### src/rtl/mem_port_arbiter_if.sv
// Shared memory data-port bundle: CPU and loader requesters plus the
// memory-side address/data/write-enable signals.
interface mem_port_arbiter_if #(
  parameter int WIDTH = 16
);
  logic             cpu_req;
  logic             cpu_we;
  logic [WIDTH-1:0] cpu_addr;
  logic [WIDTH-1:0] cpu_wdata;
  logic             cpu_gnt;
  logic             cpu_stall;
  logic             cpu_rvalid;

  logic             ld_req;
  logic             ld_we;
  logic             ld_lock;
  logic [WIDTH-1:0] ld_addr;
  logic [WIDTH-1:0] ld_wdata;
  logic             ld_gnt;
  logic             ld_rvalid;

  logic [WIDTH-1:0] rdata;
  logic             mem_we;
  logic [WIDTH-1:0] mem_a;
  logic [WIDTH-1:0] mem_wd;
  logic [WIDTH-1:0] mem_rd;

  modport slave (
    input  cpu_req, cpu_we, cpu_addr, cpu_wdata,
    input  ld_req, ld_we, ld_lock, ld_addr, ld_wdata,
    input  mem_rd,
    output cpu_gnt, cpu_stall, cpu_rvalid,
    output ld_gnt, ld_rvalid,
    output rdata, mem_we, mem_a, mem_wd
  );

  modport master (
    output cpu_req, cpu_we, cpu_addr, cpu_wdata,
    output ld_req, ld_we, ld_lock, ld_addr, ld_wdata,
    output mem_rd,
    input  cpu_gnt, cpu_stall, cpu_rvalid,
    input  ld_gnt, ld_rvalid,
    input  rdata, mem_we, mem_a, mem_wd
  );
endinterface

### src/rtl/mem_port_arbiter.sv
// Data-port arbiter between the MEM stage (cpu) and the loader (ld):
// CPU priority, bounded loader starvation, loader burst lock.
module mem_port_arbiter #(
  parameter int WIDTH   = 16,
  parameter int MAXWAIT = 4
) (
  input  logic               clk,
  input  logic               rst,
  mem_port_arbiter_if.slave  bus
);

  typedef enum logic {
    ARB  = 1'b0,
    LOCK = 1'b1
  } state_t;

  localparam logic [3:0] MAXW = 4'(MAXWAIT);

  state_t     state_q, state_d;
  logic [3:0] wait_q, wait_d;
  logic       cpu_rv_q, cpu_rv_d;
  logic       ld_rv_q, ld_rv_d;
  logic       cpu_gnt, ld_gnt;

  // Grant decision and next state; grants are forced low while in reset
  always_comb begin
    cpu_gnt = 1'b0;
    ld_gnt  = 1'b0;
    state_d = state_q;
    unique case (state_q)
      ARB: begin
        if (bus.ld_req && wait_q == MAXW) begin
          ld_gnt = 1'b1;
        end else if (bus.cpu_req) begin
          cpu_gnt = 1'b1;
        end else if (bus.ld_req) begin
          ld_gnt = 1'b1;
        end
        if (ld_gnt && bus.ld_lock) begin
          state_d = LOCK;
        end
      end
      LOCK: begin
        ld_gnt = bus.ld_req;
        if (!(bus.ld_req && bus.ld_lock)) begin
          state_d = ARB;
        end
      end
      default: state_d = ARB;
    endcase
    if (!rst) begin
      cpu_gnt = 1'b0;
      ld_gnt  = 1'b0;
    end
  end

  // Loader starvation counter and read-response tracking
  always_comb begin
    wait_d = 4'd0;
    if (bus.ld_req && !ld_gnt) begin
      wait_d = (wait_q == MAXW) ? MAXW : wait_q + 4'd1;
    end
    cpu_rv_d = cpu_gnt && !bus.cpu_we;
    ld_rv_d  = ld_gnt && !bus.ld_we;
  end

  // State, wait counter and rvalid registers
  always_ff @(posedge clk or negedge rst) begin
    if (!rst) begin
      state_q  <= ARB;
      wait_q   <= 4'd0;
      cpu_rv_q <= 1'b0;
      ld_rv_q  <= 1'b0;
    end else begin
      state_q  <= state_d;
      wait_q   <= wait_d;
      cpu_rv_q <= cpu_rv_d;
      ld_rv_q  <= ld_rv_d;
    end
  end

  assign bus.cpu_gnt    = cpu_gnt;
  assign bus.ld_gnt     = ld_gnt;
  assign bus.cpu_stall  = rst && bus.cpu_req && !cpu_gnt;
  assign bus.cpu_rvalid = cpu_rv_q;
  assign bus.ld_rvalid  = ld_rv_q;
  assign bus.rdata      = bus.mem_rd;

  assign bus.mem_we = (cpu_gnt && bus.cpu_we) || (ld_gnt && bus.ld_we);
  assign bus.mem_a  = ld_gnt ? bus.ld_addr : bus.cpu_addr;
  assign bus.mem_wd = ld_gnt ? bus.ld_wdata : bus.cpu_wdata;

endmodule

### src/flat_wrapper.sv
// flat-port wrapper written by rule: the top's interface ports become plain ports
module mem_port_arbiter_flat 
#(
  parameter int WIDTH   = 16,
  parameter int MAXWAIT = 4
)
  (clk, rst, bus_cpu_req, bus_cpu_we, bus_cpu_addr, bus_cpu_wdata, bus_ld_req, bus_ld_we, bus_ld_lock, bus_ld_addr, bus_ld_wdata, bus_mem_rd, bus_cpu_gnt, bus_cpu_stall, bus_cpu_rvalid, bus_ld_gnt, bus_ld_rvalid, bus_rdata, bus_mem_we, bus_mem_a, bus_mem_wd);
  mem_port_arbiter_if #(.WIDTH(WIDTH)) bus_i ();
  input  logic clk;
  input  logic rst;
  input wire logic [$bits(bus_i.cpu_req)-1:0] bus_cpu_req;
  input wire logic [$bits(bus_i.cpu_we)-1:0] bus_cpu_we;
  input wire logic [$bits(bus_i.cpu_addr)-1:0] bus_cpu_addr;
  input wire logic [$bits(bus_i.cpu_wdata)-1:0] bus_cpu_wdata;
  input wire logic [$bits(bus_i.ld_req)-1:0] bus_ld_req;
  input wire logic [$bits(bus_i.ld_we)-1:0] bus_ld_we;
  input wire logic [$bits(bus_i.ld_lock)-1:0] bus_ld_lock;
  input wire logic [$bits(bus_i.ld_addr)-1:0] bus_ld_addr;
  input wire logic [$bits(bus_i.ld_wdata)-1:0] bus_ld_wdata;
  input wire logic [$bits(bus_i.mem_rd)-1:0] bus_mem_rd;
  output wire logic [$bits(bus_i.cpu_gnt)-1:0] bus_cpu_gnt;
  output wire logic [$bits(bus_i.cpu_stall)-1:0] bus_cpu_stall;
  output wire logic [$bits(bus_i.cpu_rvalid)-1:0] bus_cpu_rvalid;
  output wire logic [$bits(bus_i.ld_gnt)-1:0] bus_ld_gnt;
  output wire logic [$bits(bus_i.ld_rvalid)-1:0] bus_ld_rvalid;
  output wire logic [$bits(bus_i.rdata)-1:0] bus_rdata;
  output wire logic [$bits(bus_i.mem_we)-1:0] bus_mem_we;
  output wire logic [$bits(bus_i.mem_a)-1:0] bus_mem_a;
  output wire logic [$bits(bus_i.mem_wd)-1:0] bus_mem_wd;
  assign bus_i.cpu_req = bus_cpu_req;
  assign bus_i.cpu_we = bus_cpu_we;
  assign bus_i.cpu_addr = bus_cpu_addr;
  assign bus_i.cpu_wdata = bus_cpu_wdata;
  assign bus_i.ld_req = bus_ld_req;
  assign bus_i.ld_we = bus_ld_we;
  assign bus_i.ld_lock = bus_ld_lock;
  assign bus_i.ld_addr = bus_ld_addr;
  assign bus_i.ld_wdata = bus_ld_wdata;
  assign bus_i.mem_rd = bus_mem_rd;
  assign bus_cpu_gnt = bus_i.cpu_gnt;
  assign bus_cpu_stall = bus_i.cpu_stall;
  assign bus_cpu_rvalid = bus_i.cpu_rvalid;
  assign bus_ld_gnt = bus_i.ld_gnt;
  assign bus_ld_rvalid = bus_i.ld_rvalid;
  assign bus_rdata = bus_i.rdata;
  assign bus_mem_we = bus_i.mem_we;
  assign bus_mem_a = bus_i.mem_a;
  assign bus_mem_wd = bus_i.mem_wd;
  mem_port_arbiter #(.WIDTH(WIDTH), .MAXWAIT(MAXWAIT)) u_core (.clk(clk), .rst(rst), .bus(bus_i));
endmodule
### config.mk
export PLATFORM = sky130hd
export DESIGN_NAME = mem_port_arbiter_flat
export DESIGN_NICKNAME = d
export VERILOG_FILES = /design/src/rtl/mem_port_arbiter_if.sv /design/src/rtl/mem_port_arbiter.sv /design/src/flat_wrapper.sv
export SDC_FILE = /design/constraint.sdc
export NUM_CORES = 1
export LEC_CHECK = 0
export CORE_ASPECT_RATIO = 0.75
export CORE_MARGIN = 2
export CORE_UTILIZATION = 25
export DETAILED_ROUTE_END_ITERATION = 12
export PLACE_DENSITY = 0.86
export SYNTH_ARGS = -nofsm -noshare
export SYNTH_HDL_FRONTEND = slang
export SYNTH_SLANG_ARGS = --single-unit
export TNS_END_PERCENT = 5
### constraint.sdc
create_clock -name clk -period 3.6 [get_ports clk]
set_input_delay 0.72 -clock clk [delete_from_list [all_inputs] [get_ports clk]]
set_output_delay 0.72 -clock clk [all_outputs]
set_load 0.02 [all_outputs]
# Word-level counts from Yosys, hierarchy flattened
# Cells that the tools add are included.
dict set report classes {
  add_sub_neg 1
  eq_ne 1
  mux 17
  n_bitwise 1
  n_reduce_logical 15
}
# cell n
set op_table {}
lappend op_table {{$mux W16} 2}
lappend op_table {{$mux W1} 11}
lappend op_table {{$logic_and A1 B1 Y1} 10}
lappend op_table {{$mux W4} 2}
lappend op_table {{$add A4 B1 Y4 const B} 1}
lappend op_table {{$eq A4 B3 Y1 const B} 1}
lappend op_table {{$logic_not A1 Y1} 4}
lappend op_table {{$pmux W1 S2} 2}
lappend op_table {{$logic_or A1 B1 Y1} 1}
lappend op_table {{$not A1 Y1} 1}
dict set report totals {
  ff_bits 7
  in_bits 87
  output_inout_bits 54
  word_cells 39
}

# Logic depth before layout (Yosys ltp)
# Gate-level depths: netlist (run 1).
dict set report logic_depth {
  ltp_word 9
  ltp_mapped 6
}

# Worst setup path after synthesis (run 1)
# OpenSTA, ideal clock, no wires.
dict set report synth_timing {
  path_kind {input port to output port}
  start {in bus_cpu_req}
  end {out bus_mem_a[10]}
  arrival_time_ns 1.749
  required_time_ns 2.880
  slack_ns 1.131
  stages 4
  path_cell_list {and2b_1 a21oi_4 buf_6 mux2_2}
}
dict set report synth_between {
  elab_chain_cells 6
}
# element line_no
set synth_lines {}
lappend synth_lines {{start: declaration} flat_wrapper.sv:11} ;# input wire logic [$bits(bus_i.cpu_req)-1:0] bus_cpu_req;
lappend synth_lines {{$mux W1} mem_port_arbiter.sv:34} ;# end else if (bus.cpu_req) begin
lappend synth_lines {{$mux W1} mem_port_arbiter.sv:32} ;# if (bus.ld_req && wait_q == MAXW) begin
lappend synth_lines {{$mux W1} mem_port_arbiter.sv:30} ;# unique case (state_q)
lappend synth_lines {{$pmux W1 S2} mem_port_arbiter.sv:30}
lappend synth_lines {{$mux W1} mem_port_arbiter.sv:51} ;# if (!rst) begin
lappend synth_lines {{named net bus_ld_gnt} flat_wrapper.sv:24} ;# output wire logic [$bits(bus_i.ld_gnt)-1:0] bus_ld_gnt;
lappend synth_lines {{$mux W16} mem_port_arbiter.sv:90} ;# assign bus.mem_a = ld_gnt ? bus.ld_addr : bus.cpu_addr;
lappend synth_lines {{end: declaration} flat_wrapper.sv:28} ;# output wire logic [$bits(bus_i.mem_a)-1:0] bus_mem_a;
# The timed path passes the listed nets, and every way through them passes these cells. The select of a mux whose other input is x is not followed.

# Final worst setup path (run 1)
dict set report layout_timing {
  start {in bus_cpu_req}
  end {out bus_mem_wd[1]}
}
dict set report layout_between {
  elab_chain_cells 6
}
# element line_no
set layout_lines {}
lappend layout_lines {{$mux W1} mem_port_arbiter.sv:34}
lappend layout_lines {{$mux W1} mem_port_arbiter.sv:32}
lappend layout_lines {{$mux W1} mem_port_arbiter.sv:30}
lappend layout_lines {{$pmux W1 S2} mem_port_arbiter.sv:30}
lappend layout_lines {{$mux W1} mem_port_arbiter.sv:51}
lappend layout_lines {{$mux W16} mem_port_arbiter.sv:91} ;# assign bus.mem_wd = ld_gnt ? bus.ld_wdata : bus.cpu_wdata;
lappend layout_lines {{end: declaration} flat_wrapper.sv:29} ;# output wire logic [$bits(bus_i.mem_wd)-1:0] bus_mem_wd;
# Every way passes these cells. The select of a mux whose other input is x is not followed.

==> flow_results.org, run 1 <==
** Timing
- At the pin with the least slew margin, the transition time is 0.375 ns.
- For this run, the top clock speed supported by timing is 296 MHz.
- Setup repair after global routing left no endpoint under its margin.
- In this run the tightest slew margin relative to its limit is approximately 75%.
- Between clock sinks in the finished design, the worst skew comes to approximately 0.0029 ns.
- Summed negative setup slack over all endpoints :: 0 ns
- After layout, the minimum clock period comes to roughly 3.4 ns.
- The total count of hold-check failures in the final report came to 0.
- Final Max Tran Viols :: 0
- Final clock period utilization by the worst path :: around 94%
- Setup violations remaining at the end of the flow were counted as 0.

** Worst setup path
- STA classifies the critical path startpoint as a primary input.
- The worst setup path is of the primary input to primary output kind.
- Along the worst path, the maximum fanout reaches 34.
- Worst Path Arrival :: roughly 2.7 ns
- STA classifies the critical path endpoint as a primary output.
- Required time of the critical path :: between 2 and 3 ns
- Across all register-to-register paths, the minimum setup slack is ~2.2 ns.

** Finish
- Compared with the post-synthesis result, the final layout area differs by 116%.
- Number of standard cells in the final layout excluding fillers :: 225
- Post-layout utilization of the core :: 57.9%
- The library cell used most frequently in the layout, excluding fill and tap cells, is clkdlybuf4s50_1.
- NumNets Final :: roughly 280
- Leading cell types in the layout, fill and taps excluded :: clkdlybuf4s50_1, mux2_2, dfrtp_1
- Cells with a size suffix above 1 make up 19.5% of the layout.
- Antenna cell count :: 0

** Pwr
- Power spread over the standard cell area amounts to between 200 and 250 mW/mm².
- Sequential share of power :: between 10% and 20%
- Summed over all cells, the static leakage comes to 0.774 nW.
- Sum of internal, switching and leakage power :: ~0.45 mW
- The worst-case IR drop observed on VDD is around 0.15 mV.
- Clock power share :: roughly 25%
- Per report_power, the combinational group accounts for 55.3% of the total.
- Fraction of power spent switching nets :: ~30%
- NetSw :: 0.135 mW
- Internal :: 0.317 mW

** Route
- The final layout contains routed wiring with a total length of 2.80 mm.
- Drt pass-1 iters :: 3
- Number of remaining DRC errors :: 0
- Initial DRC count :: 13
- Number of vias after detailed routing :: between 900 and 1000
- Once detail routing completed, the nets flagged for antenna violations numbered 0.
- In the final routed layout, each cell accounts on average for 12.4 µm.
- Via/cell ratio :: between 4 and 5

** Floorplanning
- From bottom edge to top edge, the die measures 56.1 µm.
- Cell Rows :: 18
- The region available for standard cell placement spans 0.00338 mm².
- Die Footprint :: slightly above 0.004 mm²
- In this run the count of I/O pins placed on the die edge is between 100 and 150.
- Effective utilization at floorplan :: 26.8%
- Width of the die :: about 74 µm

** CTS
- In this run the deepest clock path goes through 2 buffers.
- Source-to-sink clock delay at the later pin of the worst-skew pair :: 0.23 ns
- Clk pin slew, worst setup/hold paths :: about 0.04 ns
- After clock tree synthesis, the setup repair step added 0 buffers.
- The root buffer cell chosen for the clock tree is clkbuf_8.
- Quantity of hold-fixing buffers added after cts :: 0
- TritonCTS buffer count :: 3
- Clock Sink Count :: 7
- In this run the number of H-tree levels came out at 1.
- The number of gates resized after CTS was 0.
- Clock tree from TritonCTS :: built

** Global routing
- Global routing consumed, over all layers together, about an eighth of the routing resources.
- Global routing finished with a remaining overflow of 0.
- Number of antenna violations at the first check in global routing :: 0
- Entering global routing, the biggest net connects 35 pins.
- The first global-routing pass estimated between 4 and 5 mm of wire.
- The via count of the first global-routing pass was 992.

** Placement
- In this run, placement finished with an instance count of roughly 220.
- In this run the tool buffered the top-level ports with ~110 buffer cells.
- Gp weighted congestion :: about 0.74
- Once detailed placement completed, the half-perimeter wirelength came to about 2.3 mm.

** Logic synthesis
- Syn nets :: around 180
- Post-Syn Instances :: 90
- In this run, distinct cell masters in the synthesized netlist total 24.
- Seq cells post-synth :: 7
- The Yosys step of the flow raised 0 warnings.
- Summed over all instances, the cell type with the most area after synthesis is mux2_2.
- The share of the Yosys chip area taken by registers is just under 20%.
- Netlist area before placement :: 906 µm²
- The share of synthesized area in the top cell type comes to between 30% and 40%.
- Mapped Avg Cell Area :: 10.1 µm²
- Top post-synthesis cells by area :: mux2_2, dfrtp_1, buf_4

** Min path
- Worst hold-check path type :: flip-flop to flip-flop

** Run status
- Run status :: finished clean

** Run
- Max_cap viols :: 0
registers in the layout (all words and copies together), names as in the netlist:
register,flops
u_core.wait_q,4
u_core.bus.cpu_rvalid,1
u_core.state_q,1
u_core.bus.ld_rvalid,1
power by group through the flow:
stage,clock [mW],combinational [mW],sequential [mW]
5_1_grt,0.121,0.266,0.0898
6_report,0.113,0.250,0.0894
3_3_place_gp,0,0.249,0.0903
4_1_cts,0.114,0.253,0.0894
3_5_place_dp,0,0.251,0.0903
2_1_floorplan,0,0.132,0.0907
Yosys cell counts:
cell	n
nor3b_1	1
nand3_1	1
buf_6	3
a21oi_4	1
nor2_1	4
inv_1	5
xnor2_1	1
nand4b_1	1
nand3b_4	1
nand2_1	3
mux2_1	4
mux2_2	28
dfrtp_1	7
o21ai_0	1
a21oi_1	2
and2b_1	1
and3_1	1
ha_1	2
a21bo_2	1
buf_4	16
mux2i_1	1
a31oi_1	1
nand4_1	1
nor2b_1	3
stage by stage:
stage / area (µm²) / setup WS [ns] / hold WS [ns]
detailed placement: 1910 / 0.204 / 0.492
floorplan: 906 / 1.13 / 0.424
global route: 1960 / 0.128 / 0.515
finish: 1960 / 0.220 / 0.496
CTS: 1960 / 0.203 / 0.497
global placement: 1910 / 0.207 / 0.487
worst paths after layout:
kind                                  start                    to  cells past startpoint
max                             bus_cpu_req         bus_mem_wd[1]                      6
min                        u_core.wait_q[0]      u_core.wait_q[0]                      1
max reg2reg                u_core.wait_q[0]  u_core.bus.ld_rvalid                      6
min reg2reg                u_core.wait_q[0]      u_core.wait_q[0]                      1
max in group asynchronous               rst        u_core.state_q                      2
min in group asynchronous               rst      u_core.wait_q[2]                      2
routing by layer:
metal / vias up / share of wire [%] / track usage (%)
li1: 488 / - / -
met1: 449 / 39 / 13.9
met2: 55 / 50 / 23.9
met3: 6 / 9.3 / 5.25
met4: 0 / 1.4 / 4.16
met5: - / 0 / 0
worst max-delay path, stage by stage:
cell and delay, ns:
clkdlybuf4s50_1 0.42, and2b_1 0.23, a21oi_4 0.16, buf_12 0.22, mux2_2 0.37, clkdlybuf4s50_1 0.54
cells by family (layout without fill, tap and decap cells):
family | count (synthesis) | count (layout) | synth area share, %
AO/OA/AOI/OAI | 6 | 6 | 5.25
XOR/XNOR | 1 | 1 | 0.967
adder cells (fa/ha/maj) | 2 | 2 | 2.76
buffers and inverters | 24 | 119 | 19.1
flip-flops | 7 | 7 | 19.3
multiplexers | 33 | 33 | 40.9
AND/OR/NAND/NOR | 17 | 17 | 11.7
area by class of cell:
class	count	area (µm²)
flip-flops and latches	7	175
multi-input cells	59	558
fillers	304	1420
repair buffers	110	1110
well taps	40	50.0
inverters	5	18.8
clock buffers	4	45.0
Power figures use the tool's default switching activity.
==> run 2: changes to the inputs <==
==> constraint.sdc (replaced) <==
create_clock -name clk -period 4.2 [get_ports clk]
set_input_delay 0.84 -clock clk [delete_from_list [all_inputs] [get_ports clk]]
set_output_delay 0.84 -clock clk [all_outputs]
set_load 0.02 [all_outputs]
==> run 2 against run 1 <==
Combinational power down 14%. Worst hold slack worse by 0.0028 ns. Sequential power down 14%. Utilization down 0.15 points. Clock power down 13%. Sequential share of layout area about the same. Sequential cell count unchanged. Total power down 14%. Global-route usage up 0.58 points. Wire length up 2.4%. Largest cell class unchanged. Largest power group unchanged. Highest routed layer unchanged.
==> flow_results.org, run 2 (same netlist as run 1, synthesis figures left out) <==
** CTS
- Count of buffers added by post-CTS timing repair for setup :: 0
- After clock tree synthesis, the clock-pin slew on the worst setup and hold paths is approximately 0.050 ns.
- Quantity of hold-fixing buffers added after cts :: 0
- CTS root buffer :: clkbuf_8
- For this design, the sink count on the clock tree is 7.
- Clock tree from TritonCTS :: built
- Counting the buffers created by CTS gives 3.
- Source-to-sink clock delay at the later pin of the worst-skew pair :: 0.23 ns
- Total of cells resized after clock tree synthesis :: 0
- Maximum buffer depth of the clock tree :: 2
- Depth of the CTS H-tree :: 1

** Worst setup path
- The worst setup path is launched from a primary input.
- In this run the worst path has a maximum fanout of 21.
- Critical path cell sequence :: clkdlybuf4s50_1 -> and2b_1 -> a21oi_4 -> buf_4 -> mux2_2 -> clkdlybuf4s50_1
- At the worst endpoint, the required time is ~3.4 ns.
- In this design, the stage delay of the slowest critical-path cell is approximately 0.55 ns.
- The most numerous cell type found on the critical path is clkdlybuf4s50_1.
- Kind of end point of the critical path :: primary output
- For the worst setup path, the data arrival time is about 2.8 ns.
- The critical path in this run is classified as primary input to primary output.
- Cell type of the slowest stage on the worst timing path :: clkdlybuf4s50_1

** Global routing
- Global-route wire length before repair :: around 4.6 mm
- Number of antenna violations at the first check in global routing :: 0
- Entering global routing, the biggest net connects 22 pins.
- In the global route stage, overall resource usage came out at 13.9%.
- The via count of the first global-routing pass came to ~1000.
- Overflow left after global routing :: 0

** Pwr
- Largest vdd supply drop :: 0.103 mV
- Leakage power :: between 0.7 and 0.8 nW
- Power density relative to cell area :: approximately 200 mW/mm²
- The design draws 0.389 mW.

** Timing
- Final period demand of the worst path :: approximately 3.7 ns
- Adding up every negative setup slack in the final design gives 0 ns.
- In this run the tightest slew margin relative to its limit is between 70 and 80%.
- FMAX :: roughly 270 MHz
- On the final layout, the worst clock skew is ~0.0069 ns.
- Count of final hold-check violations :: 0
- After layout, the worst path uses 87.4% of the clock period.
- Total of endpoints with negative setup slack in the final report :: 0
- For the pin with the worst max-slew slack, the measured transition is 0.403 ns.
- Final Max Tran Viols :: 0
- RSZ-0062 raised after global routing :: false

** Route
- Drt pass-1 iters :: 4
- In this run the remaining antenna-violating nets after routing total 0.
- Number of remaining DRC errors :: 0
- The detailed router placed 1000 vias in this run.
- Dividing the detail-routed wire length by the instance count gives about 13 µm.
- Total Wirelength :: between 2 and 3 mm
- Via/cell ratio :: around 4.4
- After the first detailed-routing iteration, the DRC count stood at 18.

** Floorplanning
- Die extent in y :: around 56 µm
- The initial utilization of the core area, before any placement, comes to between 20% and 30%.
- Core Footprint :: ~0.0034 mm²
- Width of the die :: ~74 µm
- Number of top-level pins :: between 100 and 150
- The initialized floorplan defines 18 standard-cell rows.
- The floorplan step defined a die boundary enclosing 0.00413 mm².

** Placement
- Placed instance area :: roughly 0.0019 mm²
- The congestion estimate from routability-driven global placement came to about 0.77.
- Number of I/O port buffers :: 108
- Detailed placement finished with a half-perimeter wire length of 2.40 mm.

** Finish
- The filler cells instantiated in the layout total between 300 and 400.
- Antenna cell count :: 0
- Leading cell types in the layout, fill and taps excluded :: clkdlybuf4s50_1, mux2_2, dfrtp_1
- Flip-flop count of the largest register after layout :: 4
- Counting flops per register, the top entry is u_core.wait_q.
- From synthesis to final layout, the design area changed by 115%.
- The library cell used most frequently in the layout, excluding fill and tap cells, is clkdlybuf4s50_1.
- The final layout contains 276 nets.
- Final design area excluding fillers :: around 0.0020 mm²
- Of the cells placed in the final design, the portion with a size suffix greater than 1 is approximately 20%.
- Area of combinational cells with multiple inputs :: between 500 and 600 µm²
- Combined flip-flop and latch cell area :: 175 µm²

** Min path
- Worst hold-check path type :: flip-flop to flip-flop

** Run status
- The run finished with clean final reports.

** Run
- Max-cap violations in this run came to 0.
[run 2: power breakdown]
group | switching [mW] | total [mW] | internal (mW) | leakage, nW
Sequential | 0.00420 | 0.0766 | 0.0724 | 0.0945
Clock | 0.0327 | 0.0988 | 0.0660 | 0.0228
Combinational | 0.0809 | 0.214 | 0.133 | 0.658
Total | 0.118 | 0.389 | 0.272 | 0.776
[run 2: path summary, 6_finish.rpt]
path | slack [ns] | startpoint | cells past startpoint | to
min in group asynchronous | 0.96 | rst | 2 | u_core.wait_q[2]
max in group asynchronous | 3.09 | rst | 2 | u_core.bus.ld_rvalid
min reg2reg | 0.49 | u_core.wait_q[0] | 1 | u_core.wait_q[0]
min | 0.49 | u_core.wait_q[0] | 1 | u_core.wait_q[0]
max reg2reg | 2.68 | u_core.wait_q[0] | 6 | u_core.bus.ld_rvalid
max | 0.53 | bus_cpu_req | 6 | bus_mem_wd[1]
[run 2: critical path, delay by kind of cell]
family	cells	cell delay, ns
muxes	1	0.37
buffers and inverters	3	1.24
AOI/OAI and AO/OA	1	0.14
and+or+nand+nor	1	0.23
[run 2: final cells by class]
cell class	instances	share of cell area [%]
timing repair buffer	111	56.6
multi-input combinational	59	28.6
sequential	7	8.98
tap	40	2.57
clock buffer	4	2.31
inverter	5	0.962
[run 2: metrics by stage]
stage | worst slack, ns | util (%) | hold WS [ns] | std cells
floorplan | 1.49 | - | 0.459 | 90
global placement | 0.536 | 56.4 | 0.485 | 222
detailed placement | 0.531 | 56.4 | 0.486 | 222
CTS | 0.524 | 57.7 | 0.494 | 226
global route | 0.435 | 57.7 | 0.528 | 226
finish | 0.527 | 57.7 | 0.494 | 226
[run 2: metal layers]
| layer | up-vias | global-route usage, % | wire (µm) | share of wire (%) |
|---|---|---|---|---|
| li1 | 488 | - | - | - |
| met1 | 452 | 16.5 | 1200 | 42 |
| met2 | 54 | 23.0 | 1380 | 48 |
| met3 | 6 | 4.53 | 243 | 8.5 |
| met4 | 0 | 4.94 | 43 | 1.5 |
| met5 | - | 0 | 0 | 0 |
==> run 3: changes to the inputs <==
--- a/config.mk
+++ b/config.mk
@@ -10,6 +10,7 @@
 export CORE_UTILIZATION = 25
 export DETAILED_ROUTE_END_ITERATION = 12
 export PLACE_DENSITY = 0.86
+export SLEW_MARGIN = 0
 export SYNTH_ARGS = -nofsm -noshare
 export SYNTH_HDL_FRONTEND = slang
 export SYNTH_SLANG_ARGS = --single-unit
==> results of run 3 <==
The final DEF is identical to that of run 2; final timing and power are the same.
